===== config.mk =====
export PLATFORM = sky130hd
export DESIGN_NAME = match_event_logger
export DESIGN_NICKNAME = d
export VERILOG_FILES = /design/src/rtl/match_logger_pkg.sv /design/src/rtl/match_event_logger_event_fifo.sv /design/src/rtl/match_event_logger.sv
export SDC_FILE = /design/constraint.sdc
export NUM_CORES = 1
export LEC_CHECK = 0
export CORE_MARGIN = 1.5
export CORE_UTILIZATION = 59
export DETAILED_ROUTE_END_ITERATION = 6
export GPL_ROUTABILITY_DRIVEN = 0
export GPL_TIMING_DRIVEN = 0
export PLACE_DENSITY = 0.76
export SLEW_MARGIN = 20
export SYNTH_ARGS = -nofsm -noshare
export SYNTH_HDL_FRONTEND = slang
export SYNTH_SLANG_ARGS = --single-unit
export TNS_END_PERCENT = 1

===== constraint.sdc =====
create_clock -name clk -period 3.5 [get_ports clk]
set_input_delay 0.525 -clock clk [delete_from_list [all_inputs] [get_ports clk]]
set_output_delay 0.525 -clock clk [all_outputs]
set_load 0.02 [all_outputs]

===== src/rtl/match_logger_pkg.sv =====
// Shared constants and types for the match event logger.
// Optional drop counter: LOGGER_DROP_CNT_EN.
package match_logger_pkg;

    localparam int TS_W_DEF  = 16;
    localparam int CNT_W_DEF = 16;
    localparam int DEPTH_DEF = 8;
    localparam int DROP_W    = 8;

    typedef logic [TS_W_DEF-1:0] ts_t;

endpackage


===== src/rtl/match_event_logger_event_fifo.sv =====
// Show-ahead synchronous FIFO with synchronous clear.
// A push into a full FIFO only succeeds alongside a pop.
module event_fifo #(
    parameter int WIDTH = 16,
    parameter int DEPTH = 8
) (
    input  logic                     clk,
    input  logic                     reset,
    input  logic                     clear,
    input  logic                     push,
    input  logic                     pop,
    input  logic [WIDTH-1:0]         din,
    output logic [WIDTH-1:0]         dout,
    output logic                     full,
    output logic                     empty,
    output logic [$clog2(DEPTH):0]   level
);

    localparam int AW = $clog2(DEPTH);

    logic [WIDTH-1:0] mem_q [DEPTH];
    logic [AW-1:0]    wptr_q, rptr_q;
    logic [AW:0]      level_q;
    logic             do_push, do_pop;

    assign empty   = (level_q == '0);
    assign full    = (level_q == (AW+1)'(DEPTH));
    assign do_pop  = pop && !empty;
    assign do_push = push && (!full || do_pop);
    assign dout    = mem_q[rptr_q];
    assign level   = level_q;

    // Pointer and occupancy bookkeeping; clear wins over any traffic.
    always_ff @(posedge clk or posedge reset) begin
        if (reset) begin
            wptr_q  <= '0;
            rptr_q  <= '0;
            level_q <= '0;
        end else if (clear) begin
            wptr_q  <= '0;
            rptr_q  <= '0;
            level_q <= '0;
        end else begin
            if (do_push) wptr_q <= wptr_q + AW'(1);
            if (do_pop)  rptr_q <= rptr_q + AW'(1);
            unique case ({do_push, do_pop})
                2'b10:   level_q <= level_q + (AW+1)'(1);
                2'b01:   level_q <= level_q - (AW+1)'(1);
                default: level_q <= level_q;
            endcase
        end
    end

    // Storage write; contents need no reset since level gates visibility.
    always_ff @(posedge clk) begin
        if (do_push && !clear) mem_q[wptr_q] <= din;
    end

endmodule


===== src/rtl/match_event_logger.sv =====
// Timestamps qualified 1010 matches and buffers them for a host.
// Optional drop counter: LOGGER_DROP_CNT_EN.
module match_event_logger
    import match_logger_pkg::*;
#(
    parameter int TS_W  = TS_W_DEF,
    parameter int CNT_W = CNT_W_DEF,
    parameter int DEPTH = DEPTH_DEF
) (
    input  logic                   clk,
    input  logic                   reset,
    input  logic                   clear,
    input  logic                   bit_valid,
    input  logic                   match,
    output logic                   ev_valid,
    input  logic                   ev_ready,
    output logic [TS_W-1:0]        ev_ts,
    output logic [CNT_W-1:0]       match_count,
    output logic                   overflow,
    output logic [$clog2(DEPTH):0] fifo_level
`ifdef LOGGER_DROP_CNT_EN
    ,
    output logic [DROP_W-1:0]      drop_count
`endif
);

    logic [TS_W-1:0]  ts_q, ts_d;
    logic [CNT_W-1:0] cnt_q, cnt_d;
    logic             ovf_q, ovf_d;
    logic             ev, drop, full, empty;
    logic [TS_W-1:0]  head;

    assign ev   = bit_valid && match;
    assign drop = ev && full && !ev_ready;

    event_fifo #(
        .WIDTH (TS_W),
        .DEPTH (DEPTH)
    ) u_fifo (
        .clk   (clk),
        .reset (reset),
        .clear (clear),
        .push  (ev),
        .pop   (ev_ready),
        .din   (ts_q),
        .dout  (head),
        .full  (full),
        .empty (empty),
        .level (fifo_level)
    );

    assign ev_valid    = !empty;
    assign ev_ts       = empty ? '0 : head;
    assign match_count = cnt_q;
    assign overflow    = ovf_q;

    // Next-state for bit index, saturating match count and sticky overflow.
    always_comb begin
        ts_d  = ts_q + TS_W'(bit_valid);
        cnt_d = cnt_q;
        if (ev && (cnt_q != '1)) cnt_d = cnt_q + CNT_W'(1);
        ovf_d = ovf_q | drop;
    end

    // Counter state registers; clear has priority over events.
    always_ff @(posedge clk or posedge reset) begin
        if (reset) begin
            ts_q  <= '0;
            cnt_q <= '0;
            ovf_q <= 1'b0;
        end else if (clear) begin
            ts_q  <= '0;
            cnt_q <= '0;
            ovf_q <= 1'b0;
        end else begin
            ts_q  <= ts_d;
            cnt_q <= cnt_d;
            ovf_q <= ovf_d;
        end
    end

`ifdef LOGGER_DROP_CNT_EN
    logic [DROP_W-1:0] drop_q;

    assign drop_count = drop_q;

    // Saturating count of events lost to a full FIFO.
    always_ff @(posedge clk or posedge reset) begin
        if (reset) begin
            drop_q <= '0;
        end else if (clear) begin
            drop_q <= '0;
        end else if (drop && (drop_q != '1)) begin
            drop_q <= drop_q + DROP_W'(1);
        end
    end
`endif

endmodule


-- Yosys cells after proc, flatten, opt, wreduce, memory -nomap -nowiden
Memory sizes are Yosys's and may differ from the RTL's.
Cells that the tools add are included.
- div/mod/pow operators: 0
- equality and inequality tests: 4
- multiply operators: 0
- reduce and logical (&&, ||, !) cells: 17
- add/sub/neg operators: 6
- muxes and demuxes: 13
- magnitude comparators: 0
- shift-type cells: 0
- bitwise operators: 1
- operator list (kind ; count):
    $mux W16 ; 4
    $add A16 B1 Y16 ; 1
    $add A16 B1 Y16 const B ; 1
    $ne A16 B16 Y1 const B ; 1
    $mux W3 ; 4
    $pmux W4 S2 ; 1
    $logic_and A1 B1 Y1 ; 7
    $add A3 B1 Y3 const B ; 2
    $reduce_bool A2 Y1 ; 3
    $add A4 B1 Y4 const B ; 1
    $eq A4 B4 Y1 const B ; 1
    $logic_not A1 Y1 ; 4
    $logic_not A4 Y1 ; 1
    $mux W4 ; 1
    $sub A4 B1 Y4 const B ; 1
    $mux W1 ; 3
    $reduce_bool A3 Y1 ; 1
    $eq A2 B1 Y1 const B ; 1
    $eq A2 B2 Y1 const B ; 1
    $logic_or A1 B1 Y1 ; 1
    $or A1 B1 Y1 ; 1
- RAM bits: 128
- register bits after elaboration: 43
- bits in latches: 0
- ROM bits: 0
- memories kept: 1
- memories (memory ; depth ; bits a word ; rd ports ; clocked after memory_dff ; write ports ; line ; RTL):
    u_fifo.mem_q ; 8 ; 16 ; 1 ; 0 ; 1 ; match_event_logger_event_fifo.sv:21 ; logic [WIDTH-1:0] mem_q [DEPTH];

-- Depth between registers and ports, before layout
- depth in word-level cells: 8
- gate-level depth with buffers: 9
- gate-level depth less buffers: 8

-- Modules after synthesis
From an unflattened synthesis, not the netlist that was laid out.
- cell total of the unflattened synthesis: 467
- area, all modules: 7492.2 um2
- by module, submodules not included (module ; times used ; area each (um2) ; cells each):
    event_fifo ; 1 ; 5631.7 ; 265
    match_event_logger ; 1 ; 1860.5 ; 202

-- Worst setup path before layout
No wires, ideal clock.
- kind: reg2reg
- start: register u_fifo.level_q[0] (netlist: u_fifo.level[0])
- end: memory u_fifo.mem_q[0][0], enable pin
- path buffers: 0
- period minus slack after synthesis: 2.902 ns
- stages on the path, launching flop included: 5
- required time: 3.091 ns
- slack: 0.598 ns
- setup time: 0.409 ns
- arrival time: 2.493 ns
- cells stage by stage: dfrtp_1 > or3_4 > o21ai_1 > or3_1 > nor3_1
- word-level cells in the longest chain between the ends: 8
- RTL lines (what ; line ; RTL):
    start, declared ; match_event_logger_event_fifo.sv:23 ; logic [AW:0] level_q;
    start signal, assigned ; match_event_logger_event_fifo.sv:47 ; 2'b10: level_q <= level_q + (AW+1)'(1);
    start signal, assigned ; match_event_logger_event_fifo.sv:48 ; 2'b01: level_q <= level_q - (AW+1)'(1);
    start signal, assigned ; match_event_logger_event_fifo.sv:49 ; default: level_q <= level_q;
    $logic_not A4 Y1 ; match_event_logger_event_fifo.sv:26 ; assign empty = (level_q == '0);
    $logic_not A1 Y1 ; match_event_logger_event_fifo.sv:28 ; assign do_pop = pop && !empty;
    $logic_and A1 B1 Y1 ; match_event_logger_event_fifo.sv:28 ;
    $logic_or A1 B1 Y1 (*) ; match_event_logger_event_fifo.sv:29 ; assign do_push = push && (!full || do_pop);
    $logic_and A1 B1 Y1 (*) ; match_event_logger_event_fifo.sv:29 ;
    $logic_and A1 B1 Y1 (*) ; match_event_logger_event_fifo.sv:56 ; if (do_push && !clear) mem_q[wptr_q] <= din;
    $mux W1 (*) ; match_event_logger_event_fifo.sv:56 ;
    $mux W1 (implied by the code) (*) ; match_event_logger_event_fifo.sv:56 ;
    end, declared ; match_event_logger_event_fifo.sv:21 ;
Mark *: on every way between the ends. The rest lies on a longest branch, timed or not.

-- Worst setup path after layout
- start: register u_fifo.rptr_q[1]
- end: output ev_ts[13]
- word-level cells in the longest chain between the ends: 2
- RTL lines (what ; line ; RTL):
    start, declared ; match_event_logger_event_fifo.sv:22 ; logic [AW-1:0] wptr_q, rptr_q;
    start signal, assigned ; match_event_logger_event_fifo.sv:45 ; if (do_pop) rptr_q <= rptr_q + AW'(1);
    $mem_v2 Z8 W16 ; -- ;
    $mux W16 ; match_event_logger.sv:53 ; assign ev_ts = empty ? '0 : head;
    end, declared ; match_event_logger.sv:17 ; output logic [TS_W-1:0] ev_ts,
No other way between the ends.

==> results.md <==
- Largest net degree at the start of global routing: 29
- Number of CTS-inserted buffers: 17
- CTS root buffer: clkbuf_16
- Setup-failing EPs final: 0
- Worst vdd ir: 0.000609 V
- Slew Viols, Final: 0
- Min-Delay Path Class: in -> async
- Die Area: 0.0128 mm^2
- CTS H-tree lvls: 4
- Drt via density: 6.00
- Fin area: 0.00849 mm^2
- Post-Synth XOR/XNOR Area: 3.55%
- Met3 usage: under 10%
- CP max FO: 10
- Worst Tran Pin Value: 799 ps
- Post-DP HPWL: 9.68 mm
- Starting Density: 60.1%
- Number of detailed-route iterations in the first pass: 5
- Vias: 4029
- Leak: 2.86 nW
- Min Hold Slack: 406 ps
- CTS clk-pin slew, worst paths: 70 ps
- Area growth, synth to finish: 18.5%
- Final Power: between 5 and 6 mW
- Max clock buf depth: 2
- Ys Warns: 0
- Skew-Pair Late Insertion Delay: 420 ps
- CTS sink cnt: 171
- Crit Path Class: reg -> out
- Post-synthesis sequential area ratio: between 60 and 70%
- First-pass GRT wire length: 22.8 mm
- Cells after Synth: 440
- Die Wd: 113 um
- Crit-path max cell delay: 650 ps
- Post-Syn Area: 0.00716 mm^2
- Met2 Usage GRT: 38.4%
- Layout Cells excl Fill: around 670
- Initial DRC Count: between 300 and 400
- Die Height: 113 um
- Complex-gate fraction of the synthesized area: 2.04%
- Final wirelength: about 14 mm
- GR peak layer: met2
- CP most frequent cell: clkbuf_1
- Share of layout cells above drive strength 1: 20.4%
- Synth Area in Simple Gates: 9.93%
- Post-route minimum period: about 3400 ps
- Final Hold Viols: 0
- GR Layer Usage met1: around 34%
- Main combinational cell family by area after synthesis: multiplexers
- N_diodes: 0
- Syn avg cell area: about 16 um^2
- Synth unique cells: 44
- CP endpoint kind: output port
- Pwr per Cell Area: ~620 mW/mm^2
- Outcome: completed
- I/O Buffers: 42
- Cell row count: 40
- Slowest cell on crit path: clkbuf_1
- Final period util: 97.9%
- GRT Overall Usage: 24.4%
- Adder-Cell Fraction of Synth Area: 1.22%
- Core area: 0.0119 mm^2
- Fill count: 769
- Final antenna-violating net count: 0
- Multiplexer share of the synthesized area: between 10% and 20%
- Critical Path Start Type: flop
- CTS tree: done
- DP Area: 0.00794 mm^2
- GRT Residual Overflow: 0
- CP Data Arrival Time: 2900 ps
- Slew headroom: 46.7%
- RSZ-0062 raised after global routing: yes
- Antenna violations before repair: 0
- Syn_nets: ~450
- WP data required: approximately 3000 ps
- Yosys reg bits: 171
- Hold-fix buffers at CTS: 0
- IO Count: 44
- WL per Instance: 21.5 um
- Max cap viols: 0
- Cell chain of the critical path: clkbuf_1 > clkbuf_1 > mux4_2 > mux2i_1 > nor2_1 > clkdlybuf4s50_1
- Final Skew: 6.24 ps
- Dpl cells: 640
- Number of global-route vias before repair: 4137
- Achievable Freq: between 200 and 300 MHz
- Post-layout nets: 525
- Drc violations: 0
stage by stage:
stage / utilization (%) / setup WS, ps / setup TNS [ps]
after floorplan: - / 598 / 0
after global placement: 65.2 / -1060 / -36800
after CTS: 71.2 / 32.9 / 0
after global routing: 71.3 / -31.4 / -109
after detailed placement: 66.6 / 353 / 0
final: 71.3 / 74.7 / 0
report_power, final:
part | switching, mW | internal, mW | total (mW) | leakage, nW
Sequential | 0.0505 | 2.20 | 2.25 | 1.68
Clock | 0.778 | 0.945 | 1.72 | 0.255
Combinational | 0.680 | 0.569 | 1.25 | 0.927
final cells by class:
type	instances	area (um^2)	area share, %
sequential	171	4920	58.0
clock inverter	13	95.1	1.12
timing repair buffer	53	568	6.69
clock buffer	19	453	5.34
multi-input combinational	248	2170	25.6
tap	147	184	2.17
inverter	3	13.8	0.162
buffer	18	83.8	0.988
final timing paths:
kind / slack (ps) / from / end / cells after the start
worst max-delay path: 70 / u_fifo.rptr_q[1] / ev_ts[13] / 6
worst min-delay path: 410 / reset / ts_q[12] / 2
worst max register to register: 900 / u_fifo.level[0] / u_fifo.mem_q[0][5] / 5
worst min register to register: 530 / overflow / overflow / 1
max in group asynchronous: 2620 / reset / u_fifo.level[2] / 3
min in group clk: 530 / overflow / overflow / 1
timing repair:
action | CTS | global route
setup buffers | 0 | 0
gates resized for setup | 1 | 2
endpoints found under the setup margin | 1 | 13
cells in the final DEF, fill, tap and decap left out, types with 2 or more instances in the layout:
cell type / instances
edfxtp_1: 128
nor2_1: 56
dfrtp_1: 43
clkdlybuf4s50_1: 42
mux4_2: 32
mux2i_1: 21
xor2_1: 18
clkbuf_16: 17
nand2_1: 12
nor3_1: 12
xnor2_1: 11
nand3_1: 10
nand4_1: 9
clkbuf_1: 7
a21oi_1: 7
and3_1: 7
ha_1: 7
nor2_2: 6
buf_8: 6
nand2b_1: 5
buf_2: 5
clkinvlp_4: 5
and4_1: 4
clkinv_4: 4
buf_6: 3
buf_1: 3
nor2b_1: 3
nor3_2: 3
clkbuf_2: 2
or3_1: 2
o21ai_0: 2
or2_2: 2
a31oi_1: 2
nand4b_1: 2
clkbuf_8: 2
clkinv_2: 2
buf_4: 2
metal layers:
metal,wire length (um),vias to the layer above
li1,-,1824
met1,6420,2039
met2,7050,143
met3,713,23
met4,293,0
met5,0,-
sequential cells by signal (all words and copies together), names as in the netlist:
register	cells
overflow	1
ts_q	16
match_count	16
u_fifo.rptr_q	3
u_fifo.wptr_q	3
u_fifo.mem_q	128
u_fifo.level	4
synth_stat cells, drive strengths merged:
library cell    n  share of area [%]
nand4b          2               0.24
and4            4               0.49
mux4           32                 10
a21oi           8               0.61
edfxtp        128                 54
nand2          12               0.63
xor2           18                2.2
nor2b           3               0.26
nor2           64                3.7
nand2b          5               0.44
xnor2          11                1.3
nor3           15                1.1
inv             3               0.19
a311oi          1               0.12
mux2            1               0.21
o21ba           1               0.14
o21ai           4               0.33
clkbuf          9               0.47
and3            7               0.61
or2             2               0.17
and2            1               0.10
dfrtp          43                 15
nor4            1               0.17
a31oi           2               0.17
ha              7                1.2
nand3          10               0.70
o41ai           1               0.38
a211oi          2               0.28
or3             3               0.33
nand4          10               0.96
mux2i          21                2.9
buf             9               0.66
critical path: cells and delay by family, from the launching register on:
| kind | cells | cell delay (ps) |
|---|---|---|
| mux | 2 | 580 |
| buf+inv | 3 | 1490 |
| flops | 1 | 350 |
| simple gates | 1 | 60 |
cell families after synthesis:
family | count (synthesis)
muxes | 54
and+or+nand+nor | 139
adders and majority gates | 7
AOI/OAI and AO/OA | 19
DFF | 171
xor gates and xnor gates | 29
buffers and inverters | 21
No activity file was read; power rests on OpenSTA's default activity.
